$ cat config.mk
export PLATFORM = sky130hd
export DESIGN_NAME = mem_port_arbiter
export DESIGN_NICKNAME = d
export VERILOG_FILES = /design/src/rtl/mem_port_arbiter.sv
export SDC_FILE = /design/constraint.sdc
export NUM_CORES = 1
export LEC_CHECK = 0
export ABC_AREA = 1
export BUFFER_PORTS_ARGS = -buffer_cell sky130_fd_sc_hd__clkbuf_2
export CAP_MARGIN = 20
export CORE_AREA = 2 2 106 108
export DETAILED_ROUTE_END_ITERATION = 6
export DIE_AREA = 0 0 108 110
export PLACE_DENSITY = 0.83
export SLEW_MARGIN = 15
export SYNTH_ARGS = -nofsm -noshare
export SYNTH_HDL_FRONTEND = slang
export SYNTH_SLANG_ARGS = --single-unit
export TNS_END_PERCENT = 30
$ cat constraint.sdc
create_clock -name clk -period 2 [get_ports clk]
set_input_delay 0.2 -clock clk [delete_from_list [all_inputs] [get_ports clk]]
set_output_delay 0.2 -clock clk [all_outputs]
set_load 0.05 [all_outputs]
$ cat src/rtl/mem_port_arbiter.sv
// Fetch/LSU arbiter for one shared single-port memory.
// MEM_ARB_ROUND_ROBIN_EN: round-robin instead of dmem-first priority.
module mem_port_arbiter #(
  parameter int ADDR_WIDTH     = 32,
  parameter int DATA_WIDTH     = 32,
  parameter int TIMEOUT_CYCLES = 64
) (
  input  logic                    clk,
  input  logic                    rst_n,
  input  logic                    imem_valid_i,
  output logic                    imem_ready_o,
  input  logic [ADDR_WIDTH-1:0]   imem_addr_i,
  output logic [DATA_WIDTH-1:0]   imem_rdata_o,
  input  logic                    dmem_valid_i,
  output logic                    dmem_ready_o,
  input  logic [ADDR_WIDTH-1:0]   dmem_addr_i,
  input  logic [DATA_WIDTH-1:0]   dmem_wdata_i,
  input  logic [DATA_WIDTH/8-1:0] dmem_we_i,
  output logic [DATA_WIDTH-1:0]   dmem_rdata_o,
  output logic                    mem_valid_o,
  input  logic                    mem_ready_i,
  output logic [ADDR_WIDTH-1:0]   mem_addr_o,
  output logic [DATA_WIDTH-1:0]   mem_wdata_o,
  output logic [DATA_WIDTH/8-1:0] mem_we_o,
  input  logic [DATA_WIDTH-1:0]   mem_rdata_i,
  output logic                    err_o
);

  localparam int BW = DATA_WIDTH / 8;
  localparam int CW =
    (TIMEOUT_CYCLES > 0) ? $clog2(TIMEOUT_CYCLES + 1) : 1;
  localparam logic [CW-1:0] CNT_LAST =
    CW'((TIMEOUT_CYCLES > 0) ? TIMEOUT_CYCLES - 1 : 0);
  localparam logic [CW-1:0] CNT_MAX =
    CW'((TIMEOUT_CYCLES > 0) ? TIMEOUT_CYCLES : 0);

  typedef enum logic [1:0] {
    IDLE,
    GNT_I,
    GNT_D
  } state_t;

  state_t                state_q;
  state_t                state_d;
  logic [ADDR_WIDTH-1:0] addr_q;
  logic [DATA_WIDTH-1:0] wdata_q;
  logic [BW-1:0]         we_q;
  logic [CW-1:0]         cnt_q;
  logic                  any_req;
  logic                  pick_d;
  logic                  tmo;
  logic                  done;

  assign any_req = imem_valid_i | dmem_valid_i;

`ifdef MEM_ARB_ROUND_ROBIN_EN
  logic rr_q;

  assign pick_d = dmem_valid_i & (~imem_valid_i | rr_q);

  // Favour the master that was not served by the last completion.
  always_ff @(posedge clk or negedge rst_n) begin
    if (!rst_n) begin
      rr_q <= 1'b1;
    end else if (done) begin
      rr_q <= (state_q == GNT_I);
    end
  end
`else
  assign pick_d = dmem_valid_i;
`endif

  assign tmo = (TIMEOUT_CYCLES > 0) &&
               (cnt_q == CNT_LAST) && !mem_ready_i;
  assign done = (state_q != IDLE) && (mem_ready_i || tmo);

  // State register.
  always_ff @(posedge clk or negedge rst_n) begin
    if (!rst_n) begin
      state_q <= IDLE;
    end else begin
      state_q <= state_d;
    end
  end

  // Next state: grant from IDLE, return to IDLE on completion.
  always_comb begin
    state_d = state_q;
    unique case (state_q)
      IDLE: begin
        if (any_req) begin
          state_d = pick_d ? GNT_D : GNT_I;
        end
      end
      GNT_I, GNT_D: begin
        if (done) begin
          state_d = IDLE;
        end
      end
      default: state_d = IDLE;
    endcase
  end

  // Latch the winning request; inputs are ignored while granted.
  always_ff @(posedge clk or negedge rst_n) begin
    if (!rst_n) begin
      addr_q  <= '0;
      wdata_q <= '0;
      we_q    <= '0;
    end else if (state_q == IDLE && any_req) begin
      if (pick_d) begin
        addr_q  <= dmem_addr_i;
        wdata_q <= dmem_wdata_i;
        we_q    <= dmem_we_i;
      end else begin
        addr_q  <= imem_addr_i;
        wdata_q <= '0;
        we_q    <= '0;
      end
    end
  end

  // Grant-age counter, cleared in IDLE, saturating.
  always_ff @(posedge clk or negedge rst_n) begin
    if (!rst_n) begin
      cnt_q <= '0;
    end else if (state_q == IDLE) begin
      cnt_q <= '0;
    end else if (!mem_ready_i && cnt_q != CNT_MAX) begin
      cnt_q <= cnt_q + CW'(1);
    end
  end

  assign mem_addr_o  = addr_q;
  assign mem_wdata_o = wdata_q;
  assign mem_we_o    = we_q;

  // Route completion and read data to the granted master only.
  always_comb begin
    mem_valid_o  = (state_q != IDLE);
    imem_ready_o = 1'b0;
    dmem_ready_o = 1'b0;
    imem_rdata_o = '0;
    dmem_rdata_o = '0;
    err_o        = done & tmo;
    unique case (1'b1)
      (state_q == GNT_I): begin
        imem_ready_o = done;
        if (mem_ready_i) begin
          imem_rdata_o = mem_rdata_i;
        end
      end
      (state_q == GNT_D): begin
        dmem_ready_o = done;
        if (mem_ready_i) begin
          dmem_rdata_o = mem_rdata_i;
        end
      end
      default: ;
    endcase
  end

endmodule

==> results.yml <==
status:
  status: "finished with violations"
  violations: "negative setup slack"
clocking:
  cts_tree: "done"
  root_buffer: "clkbuf_8"
  numClockSinks: 77
  clock_latency_ns: 0.36
  htree_levels: 3
  path_clk_slew_ns: 0.09
  cts_buffers: 9
  cts_max_path_buffers: 2
timing:
  min_period_ns: 2.00
  slew_headroom_pct: 62.0
  hold_ws_ns: 0.0434
  fin_tns_setup_ns: -0.00459
  hold_violations: 0
  rsz0062_at_grt: "yes"
  worst_slack_ns: -0.00459
  fmax_ghz: 0.499
  clock_skew_ns: 0.0127
  tightestPinTransition_ns: 0.570
  finalSetupViolCount: 1
  fin_crit_sh_pct: 100
  drv_slew: 0
detailed_routing:
  ant_nets: 0
  vias: 4363
  wire_per_inst_um: 13.6
  dr.pass1.iters: 4
  routed_wl_um: 12600
  drc: 0
  via_per_inst: 4.70
  drt-initial-drc-count: 270
logic_synthesis:
  synth_top_area_share_pct: 49.0
  ys_ff_latch: 77
  synth_edf_count: 0
  synthCells: 522
  yosys-top-cells-count: "nand2_1, inv_1, dfrtp_1, nor3_1, nor2_1"
  synth_nets: 664
  avgSynthCellArea_um2: 7.53
  yosys.area.top_type: "dfrtp_1"
  synth_cell_types: 20
  async_flop_share_pct: 100
  synth_ff_type: "dfrtp_1"
  synth_area_leaders: "dfrtp_1, nand2_1, nor3_1, inv_1, a31oi_1"
  yosysSeqAreaShare_pct: 49.0
  synth_most_common_cell: "nand2_1"
  syn_area_um2: 3930
  yosys_warnings: 0
finish:
  utilization_pct: 54.6
  n_antenna_cell: 0
  layout.nets: 926
  drive_gt1_share_pct: 39.0
  final-seq-area_um2: 1930
  n_fill_cell: 1046
  multi_input_area_um2: 1550
  syn2layout_area_growth_pct: 48.5
global_routing:
  grt_pass1_wl_um: 18300
  grt_start_max_net_pins: 71
  grt_pass1_vias: 3863
  grt_overflow: 0
  antenna_found_initial: 0
  grt_usage_pct: 20.0
place:
  io_buffers: 272
  gp_congestion: 0.820
  dpl.hpwl_um: 9530
critical_path:
  cpMostUsedCell: "inv_1"
  path_cells: "inv_1 -> ha_1 -> inv_1 -> buf_4 -> nor3_1 -> buf_2"
  crit_arrival_ns: 1.80
  critPathSlowestCell: "dfrtp_1"
  endpoint_kind: "output pin"
  slowest_delay_ns: 0.40
  crit_required_ns: 1.80
  cp-start-kind: "register"
  crit_fanout: 33
  path_class: "reg -> out"
floorplanning:
  die_h_um: 110
  core.rowCount: 38
  coreArea_um2: 10700
  start_util_pct: 36.7
  die_area_um2: 11900
  ioPinCount: 273
  die_w_um: 108
power_and_ir_drop:
  ir_drop_mv: 0.893
  p_leak_nw: 3.22
  power_density_nw_per_um2: 1670
min_path:
  hold_class: "in -> reg"
flow_run:
  maxCapViolCount: 0
[metal layers]
layer  vias to the layer above  track usage (%)  wire length [um]
li1                       2178                -                 -
met1                      1963             22.8              4940
met2                       201             36.5              6430
met3                        21             3.70               957
met4                         0             9.25               272
met5                         -                0                 0
[flip-flops by register name, summed over array words and instances (netlist names)]
signal	cells
mem_wdata_o	32
state_q	2
mem_addr_o	32
cnt_q	7
mem_we_o	4
[cell usage in the layout (no fill, tap or decap), drive strengths merged]
master	count
dfrtp	77
dlygate4sd3	1
o21bai	1
nand2	129
clkinv	1
clkinvlp	3
o21ai	39
nor3	65
a31oi	32
buf	67
a21oi	1
bufinv	1
xor2	1
nand4	3
nand3	8
ha	5
xnor2	2
inv	86
clkbuf	226
nor2	41
[cell families after synthesis]
| kind of cell | share of synthesized area [%] |
|---|---|
| adder cells (fa/ha/maj) | 1.59 |
| buffers and inverters | 12.3 |
| AND/OR/NAND/NOR | 26.0 |
| AO/OA/AOI/OAI | 10.5 |
| flip-flops | 49.0 |
| XOR/XNOR | 0.668 |
[cell type report]
cell class	instances	area share, %
sequential	77	33.0
tap	140	3.00
clock buffer	9	2.12
timing repair buffer	285	28.6
clock inverter	7	1.39
multi-input combinational	327	26.5
inverter	84	5.44
[timing repair]
item                                    4_1_cts  5_1_grt
hold buffers                                  1        0
setup buffers                                 0        1
gates resized for setup                       6      180
endpoints found under the setup margin        5       66
pin swaps                                     0        1
hold endpoints to repair                     25        0
[critical path, delay by kind of cell (launching register included)]
kind / cells / cell delay (ns)
and+or+nand+nor: 1 / 0.25
buffers and inverters: 4 / 0.64
adders and majority gates: 1 / 0.14
DFF: 1 / 0.40
[report_power, final]
| part | internal, mW | switching [mW] | total [mW] |
|---|---|---|---|
| Combinational | 1.31 | 4.54 | 5.85 |
| Sequential | 2.27 | 0.421 | 2.69 |
| Clock | 0.593 | 0.623 | 1.22 |
[metrics by stage]
step | power (mW) | setup WS, ns | std cells | area, um^2
final | 9.76 | -0.00459 | 929 | 5840
after global routing | 10.3 | -0.0762 | 929 | 5840
after CTS | 9.74 | 0.00258 | 928 | 5660
after detailed placement | 8.49 | 0.289 | 911 | 5430
after global placement | 8.39 | 0.384 | 911 | 5430
after floorplan | 7.05 | -0.166 | 522 | 3930
[path summary, 6_finish.rpt]
path / startpoint / end / slack, ns / cells after the start
max: state_q[1] / imem_rdata_o[16] / -0.005 / 6
min: dmem_wdata_i[23] / mem_wdata_o[23] / 0.04 / 3
max reg2reg: state_q[0] / mem_addr_o[8] / 0.31 / 7
min reg2reg: state_q[0] / state_q[0] / 0.52 / 2
max in group asynchronous: rst_n / cnt_q[1] / 1.16 / 3
min in group asynchronous: rst_n / mem_addr_o[13] / 0.29 / 2
Power figures use the tool's default switching activity.
